$ cat src/rtl/id_stage.sv
// Instruction-decode stage: one-entry skid buffer in front of registered decode
// outputs, with a one-cycle bubble inserted on load-use hazards.
module id_stage #(
  parameter int                  INST_W   = 16,
  parameter int                  OPCODE_W = 5,
  parameter int                  REG_N    = 4,
  parameter logic [OPCODE_W-1:0] NOP_OP   = 5'h00
) (
  input  logic                clk,
  input  logic                reset_n,
  input  logic                if_valid,
  input  logic [INST_W-1:0]   if_inst,
  output logic                if_ready,
  input  logic                stall_ex,
  input  logic                flush,
  output logic                id_valid,
  output logic [OPCODE_W-1:0] opcode,
  output logic [REG_N-1:0]    nREGA,
  output logic [REG_N-1:0]    nREGB,
  output logic [7:0]          imm,
  output logic                load_use
);

  localparam int OP_LSB = INST_W - OPCODE_W;
  localparam int A_LSB  = OP_LSB - REG_N;
  localparam int B_LSB  = A_LSB - REG_N;

  localparam logic [OPCODE_W-1:0] OP_ADD  = OPCODE_W'(5'h01);
  localparam logic [OPCODE_W-1:0] OP_MUL  = OPCODE_W'(5'h02);
  localparam logic [OPCODE_W-1:0] OP_AND  = OPCODE_W'(5'h03);
  localparam logic [OPCODE_W-1:0] OP_ORR  = OPCODE_W'(5'h04);
  localparam logic [OPCODE_W-1:0] OP_XOR  = OPCODE_W'(5'h05);
  localparam logic [OPCODE_W-1:0] OP_STR  = OPCODE_W'(5'h06);
  localparam logic [OPCODE_W-1:0] OP_CMP  = OPCODE_W'(5'h07);
  localparam logic [OPCODE_W-1:0] OP_MOV  = OPCODE_W'(5'h08);
  localparam logic [OPCODE_W-1:0] OP_LDR  = OPCODE_W'(5'h09);
  localparam logic [OPCODE_W-1:0] OP_NOT  = OPCODE_W'(5'h0A);
  localparam logic [OPCODE_W-1:0] OP_BLX  = OPCODE_W'(5'h0B);
  localparam logic [OPCODE_W-1:0] OP_PUSH = OPCODE_W'(5'h0C);
  localparam logic [OPCODE_W-1:0] OP_ADDI = OPCODE_W'(5'h0D);
  localparam logic [OPCODE_W-1:0] OP_LSR  = OPCODE_W'(5'h0E);
  localparam logic [OPCODE_W-1:0] OP_LSL  = OPCODE_W'(5'h0F);
  localparam logic [OPCODE_W-1:0] OP_ASR  = OPCODE_W'(5'h10);
  localparam logic [OPCODE_W-1:0] OP_POP  = OPCODE_W'(5'h11);
  localparam logic [OPCODE_W-1:0] OP_LDRL = OPCODE_W'(5'h12);
  localparam logic [OPCODE_W-1:0] OP_LDRH = OPCODE_W'(5'h13);

  typedef enum logic {EMPTY, FULL} skid_state_e;

  function automatic logic uses_a(input logic [OPCODE_W-1:0] op);
    logic r;
    case (op)
      OP_ADD, OP_MUL, OP_AND, OP_ORR, OP_XOR, OP_STR, OP_CMP,
      OP_NOT, OP_BLX, OP_PUSH, OP_ADDI, OP_LSR, OP_LSL, OP_ASR: r = 1'b1;
      default:                                                   r = 1'b0;
    endcase
    return r;
  endfunction

  function automatic logic uses_b(input logic [OPCODE_W-1:0] op);
    logic r;
    case (op)
      OP_ADD, OP_MUL, OP_AND, OP_ORR, OP_XOR, OP_STR, OP_CMP,
      OP_MOV, OP_LDR: r = 1'b1;
      default:        r = 1'b0;
    endcase
    return r;
  endfunction

  function automatic logic is_load(input logic [OPCODE_W-1:0] op);
    return (op == OP_LDR) || (op == OP_POP) || (op == OP_LDRL) || (op == OP_LDRH);
  endfunction

  skid_state_e         state_q;
  logic [INST_W-1:0]   skid_q;
  logic                id_valid_q;
  logic [OPCODE_W-1:0] opcode_q;
  logic [REG_N-1:0]    nrega_q;
  logic [REG_N-1:0]    nregb_q;
  logic [7:0]          imm_q;
  logic                load_use_q;

  logic                accept;
  logic                cand_present;
  logic [INST_W-1:0]   cand_inst;
  logic [OPCODE_W-1:0] cand_op;
  logic [REG_N-1:0]    cand_a;
  logic [REG_N-1:0]    cand_b;
  logic                hazard;

  // NOTE: every always_comb output is assigned on every path (no defaults
  // missing), so no latch can be inferred.
  always_comb begin
    accept       = if_valid && (state_q == EMPTY);
    cand_present = (state_q == FULL) || accept;
    cand_inst    = (state_q == FULL) ? skid_q : if_inst;
    cand_op      = cand_inst[INST_W-1:OP_LSB];
    cand_a       = cand_inst[OP_LSB-1:A_LSB];
    cand_b       = cand_inst[A_LSB-1:B_LSB];
    // The output slot holds the load; its destination is nREGA.
    hazard       = cand_present && id_valid_q && is_load(opcode_q) &&
                   ((uses_a(cand_op) && (cand_a == nrega_q)) ||
                    (uses_b(cand_op) && (cand_b == nrega_q)));
  end

  // NOTE: sequential state uses non-blocking assignments only, so every
  // register sees the pre-edge values of the others.
  always_ff @(posedge clk or negedge reset_n) begin
    if (!reset_n) begin
      state_q    <= EMPTY;
      skid_q     <= '0;
      id_valid_q <= 1'b0;
      opcode_q   <= NOP_OP;
      nrega_q    <= '0;
      nregb_q    <= '0;
      imm_q      <= '0;
      load_use_q <= 1'b0;
    end else if (flush) begin
      state_q    <= EMPTY;
      id_valid_q <= 1'b0;
      opcode_q   <= NOP_OP;
      nrega_q    <= '0;
      nregb_q    <= '0;
      imm_q      <= '0;
      load_use_q <= 1'b0;
    end else if (stall_ex) begin
      if (accept) begin
        state_q <= FULL;
        skid_q  <= if_inst;
      end
    end else if (hazard) begin
      if (accept) begin
        state_q <= FULL;
        skid_q  <= if_inst;
      end
      id_valid_q <= 1'b0;
      opcode_q   <= NOP_OP;
      nrega_q    <= '0;
      nregb_q    <= '0;
      imm_q      <= '0;
      load_use_q <= 1'b1;
    end else if (cand_present) begin
      state_q    <= EMPTY;
      id_valid_q <= 1'b1;
      opcode_q   <= cand_op;
      nrega_q    <= cand_a;
      nregb_q    <= cand_b;
      imm_q      <= cand_inst[7:0];
      load_use_q <= 1'b0;
    end else begin
      id_valid_q <= 1'b0;
      opcode_q   <= NOP_OP;
      nrega_q    <= '0;
      nregb_q    <= '0;
      imm_q      <= '0;
      load_use_q <= 1'b0;
    end
  end

  assign if_ready = (state_q == EMPTY);
  assign id_valid = id_valid_q;
  assign opcode   = opcode_q;
  assign nREGA    = nrega_q;
  assign nREGB    = nregb_q;
  assign imm      = imm_q;
  assign load_use = load_use_q;

endmodule
$ cat config.mk
export PLATFORM = sky130hd
export DESIGN_NAME = id_stage
export DESIGN_NICKNAME = d
export VERILOG_FILES = /design/src/rtl/id_stage.sv
export SDC_FILE = /design/constraint.sdc
export NUM_CORES = 1
export LEC_CHECK = 0
export CAP_MARGIN = 20
export CORE_UTILIZATION = 52
export CTS_CLUSTER_DIAMETER = 50
export CTS_CLUSTER_SIZE = 10
export DETAILED_ROUTE_END_ITERATION = 6
export GPL_TIMING_DRIVEN = 0
export PLACE_DENSITY = 0.8
export SLEW_MARGIN = 20
export SYNTH_ARGS = -nofsm -noshare
export SYNTH_HDL_FRONTEND = slang
export SYNTH_SLANG_ARGS = --single-unit
export TNS_END_PERCENT = 5
$ cat constraint.sdc
create_clock -name clk -period 3.12 [get_ports clk]
set_input_delay 0.78 -clock clk [delete_from_list [all_inputs] [get_ports clk]]
set_output_delay 0.78 -clock clk [all_outputs]
set_load 0.01 [all_outputs]
# Yosys cells after proc, flatten, opt, wreduce, memory -nomap -nowiden
# Memory sizes are Yosys's and may differ from the RTL's.
# Index checks and enable logic that the tools add are counted.
[classes]
addsub = 0
multipliers = 0
n_div = 0
magnitude_cmp = 0
eq_ne = 7
shifts = 0
muxes = 33
bitwise = 2
reduce_logical = 14
[op_table]
columns = ["op", "count"]
rows = [
  ["$mux 16", 4],
  ["$mux 4", 8],
  ["$mux 8", 4],
  ["$mux 5", 4],
  ["$eq 5x5->1 const B", 3],
  ["$mux 1", 13],
  ["$eq 4x4->1", 2],
  ["$logic_and 1x1->1", 6],
  ["$eq 5x4->1 const B", 1],
  ["$logic_or 1x1->1", 5],
  ["$reduce_bool 4->1", 1],
  ["$ne 2x1->1 const B", 1],
  ["$not 1->1", 2],
  ["$reduce_and 2->1", 1],
  ["$reduce_bool 2->1", 1],
]
[word_totals]
regBits = 40
latchBits = 0
ram_bits = 0
mem_bits_ro = 48
input_bits = 21
out_inout_bits = 24
elab_cells = 66
memories = 2
[mem_list]
columns = ["memory", "words", "word_bits", "read_ports", "rd_ports_with_merged_regs", "write_ports", "line_no", "source"]
rows = [
  ["(no name shown)", 32, 1, 1, 0, 0, "52", "case (op)"],
  ["(no name shown)", 16, 1, 1, 0, 0, "62", "case (op)"],
]

# Depth between registers and ports, before layout
[logic_depth]
word_depth = 9
depth_mapped = 10

# Worst setup path after synthesis
# Ideal clock, no wire load.
[synth_timing]
path_kind = "input to register"
start = "input port if_inst[11]"
end = "register skid_q[0]"
t_arrival_ns = 2.344
required_time_ns = 3.033
slack_ns = 0.690
path_stages = 7
cell_sequence = "or4_4 -> a21oi_1 -> a211oi_1 -> a22oi_2 -> buf_2 -> mux2_2 -> o211ai_1"
[synth_via]
elab_chain_cells = 8
[synth_rtl]
columns = ["element", "line_no", "source"]
rows = [
  ["start, declared", "12", "input logic [INST_W-1:0] if_inst,"],
  ["$mux 16 *", "96", "cand_inst = (state_q == FULL) ? skid_q : if_inst;"],
  ["$mem_v2 16x1", "--", ""],
  ["$mux 1", "62", ""],
  ["$logic_and 1x1->1", "103", "(uses_b(cand_op) && (cand_b == nrega_q)));"],
  ["$logic_or 1x1->1 *", "102", "((uses_a(cand_op) && (cand_a == nrega_q)) ||"],
  ["$logic_and 1x1->1 *", "101", "hazard = cand_present && id_valid_q && is_load(opcode_q) &&"],
  ["$reduce_bool 2->1 (no line) *", "--", ""],
  ["$reduce_and 2->1 (no line) *", "--", ""],
  ["end signal, assigned", "129", "skid_q <= if_inst;"],
  ["end signal, assigned", "134", "skid_q <= if_inst;"],
  ["end, declared", "75", "logic [INST_W-1:0] skid_q;"],
]
# Mark *: on every way between the ends. The rest lies on a longest branch, timed or not.
# A chain may end at the register's enable or synchronous reset.

# Worst setup path in the final report
[layout_timing]
start = "input port if_valid"
end = "register skid_q[11]"
[layout_via]
elab_chain_cells = 7
[layout_rtl]
columns = ["element", "line_no", "source"]
rows = [
  ["start, declared", "11", "input logic if_valid,"],
  ["$logic_and 1x1->1 *", "94", "accept = if_valid && (state_q == EMPTY);"],
  ["$logic_or 1x1->1", "95", "cand_present = (state_q == FULL) || accept;"],
  ["$logic_and 1x1->1 (3 in a row)", "101", ""],
  ["$reduce_bool 2->1 (no line)", "--", ""],
  ["$reduce_and 2->1 (no line)", "--", ""],
]
# Mark *: on every way between the ends. The rest lies on a longest branch, timed or not. The select of a mux whose other input is x is not followed.

==> metrics.txt <==
status finished clean; Post-synth top cells dfrtp_1, mux2_2, nand3_1, nand2b_1, a21oi_1; initial antenna violation count 0; WL per Instance 17.2 µm; Slowest-stage cell, CP clkdlybuf4s50_1; gp weighted congestion 0.930; grt ovf 0; Avg Vias per Cell 6.26; RSZ-0062 raised after global routing false; power density over the cells 396 nW/µm²; TritonCTS clock tree built; Worst Path Required 3330 ps; ant diodes 0; Setup Fix Bufs, Post-CTS 0; met3 routed WL 365 µm; Vert. Die Dim 69.8 µm; CP dominant cell by count clkbuf_1; first-pass GRT wire length 10500 µm; final worst setup slack 227 ps; Yosys cell types 41; worst reg2reg startpoint state_q; site row count 24; vias post-DR 2265; vias in the first global route 2123; CTS Buf Count 5; EDFF count, synth 0; sequence of cells on the critical path clkdlybuf4s50_1 -> nor2b_1 -> clkbuf_1 -> and2_1 -> clkbuf_1 -> clkbuf_1 -> nand3_1 -> mux2_2 -> o211ai_1; CTS Sinks 35; worst vdd rail ir drop 0.220 mV; largest net degree at the start of global routing 20; cell count after synthesis 258; Nets 330; Starting Density 0.546; clock skew 5.67 ps; IO Pins 45; Cell Area, Placed 2910 µm²; Worst-path clk slew 70 ps; Synth warnings 0; slew margin rel. 0.654; Tot GR Track Use 0.270; Worst setup SP type input pin; Levels on crit path 9; fmax 346 MHz; design area 3030 µm²; Post-Syn Area per Cell 9.27 µm²; ys flop type dfrtp_1; root buf cell clkbuf_8; Yosys top cell by area dfrtp_1; 1st-pass router iterations 5; met1 WL 2810 µm; Iteration-0 DRC Markers 201; Detail Route met2 WL 2960 µm; r2r setup slk 550 ps; Max Used Layer met4; register area share after synthesis 0.366; Fin. Hold Viols 0; post-detailed-route count of antenna-violating nets 0; CTS max path bufs 2; syn_nets 279; CORE AREA 4380 µm²; CP endpoint kind register; # DRC 0; Final Max Slew Viols 0; crit path kind in -> reg; Worst EP arrival 3100 ps; P&R area growth vs syn 26.6%; cts repair resizes 0; reg2reg path depth 9; top-count cell post-synth dfrtp_1; crit-path max cell delay 500 ps; period utilization 0.927; max-cap violation count 0; crit-path leading delay family buffers and inverters; H-tree levels 2; Hold Crit Class in -> async; hpwl dp 4490 µm; Die Footprint 4880 µm²; flops & latches, synth 35; crit-path max FO 10; Worst Tran Pin Value 519 ps; post-synth top area share 0.366; Die W 69.8 µm; Post-Syn Area 2390 µm²; worst setup path start if_valid; cts hold-fix bufs 0; port buffer count 43; final setup violating endpoints 0; fin crit period 2890 ps; async set-reset flop share out of synthesis 1.00; clk_lat worst skew 290 ps; dpl ws -9.31 ps; Leak Pwr 1.17 nW; main area contributors after synthesis dfrtp_1, mux2_2, o211ai_1; RR Endpoint imm[0]; Detailed Route WL 6230 µm; layout cells sized above 1 0.158; Bufs and invs on worst path 4; post-layout util 0.691
## kinds of logic after synthesis
| family | count (synthesis) | synth area share |
|---|---|---|
| flops | 35 | 0.366 |
| compound gates | 70 | 0.208 |
| buf+inv | 31 | 0.0675 |
| mux | 26 | 0.119 |
| xor+xnor | 9 | 0.0330 |
| simple gates | 87 | 0.207 |
## layout by cell type (no fill, tap or decap), types with 5 or more instances in the layout
cell type	count
clkbuf_1	16
o21ai_0	11
buf_4	5
and3_1	15
clkbuf_8	6
o211ai_1	16
dfrtp_1	35
nand3_1	19
a21oi_1	17
or4_1	7
xnor2_1	9
nand2_1	12
nor2_1	6
mux2i_1	7
clkdlybuf4s50_1	42
a22oi_1	6
mux2_2	19
nand2b_1	18
## final cells by class
class | instances | area (µm²)
Buffer | 27 | 146
Timing Repair Buffer | 44 | 453
Clock inverter | 2 | 35.0
Fill cell | 352 | 1360
Clock buffer | 6 | 82.6
Sequential cell | 35 | 876
Inverter | 4 | 15.0
Tap cell | 52 | 65.1
Multi-Input combinational cell | 192 | 1360
## registers in the layout (all words and copies together) (netlist names)
| name | flops |
|---|---|
| skid_q | 16 |
| opcode | 5 |
| imm | 4 |
| nREGA | 4 |
| nREGB | 3 |
| id_valid | 1 |
| load_use | 1 |
| state_q | 1 |
## metrics by stage
stage                     hold slack (ps)  instances  power, mW  TNS [ps]
after floorplan                       484        258      0.657         0
after global placement                466        353      0.760     -2.05
after detailed placement              480        354      0.771     -11.9
after CTS                             443        362       1.20         0
after global routing                  464        362       1.25         0
final                                 440        362       1.20         0
## routing by layer
metal,vias to the layer above,track usage
met5,-,0
met4,0,0.116
met3,11,0.0392
met2,92,0.420
met1,1106,0.375
li1,1056,-
## power by group
group,switching (mW),internal [mW]
Clock,0.174,0.259
Combinational,0.131,0.134
Sequential,0.0237,0.477
Total,0.329,0.870
## worst max path at each step
stage	to
5_1_grt	skid_q[0]
2_1_floorplan	skid_q[0]
3_5_place_dp	skid_q[9]
4_1_cts	skid_q[9]
3_3_place_gp	skid_q[9]
6_report	skid_q[11]
## worst register-to-register path, stage by stage (launching register included)
cell      delay, ps
dfrtp_1         340
buf_6           150
buf_2           270
buf_2           280
a32oi_1         130
a211oi_1        320
a22oi_2         150
buf_2           230
o31ai_1         400
o21ai_0         160
Note: power is estimated with default switching activity, not from simulation.
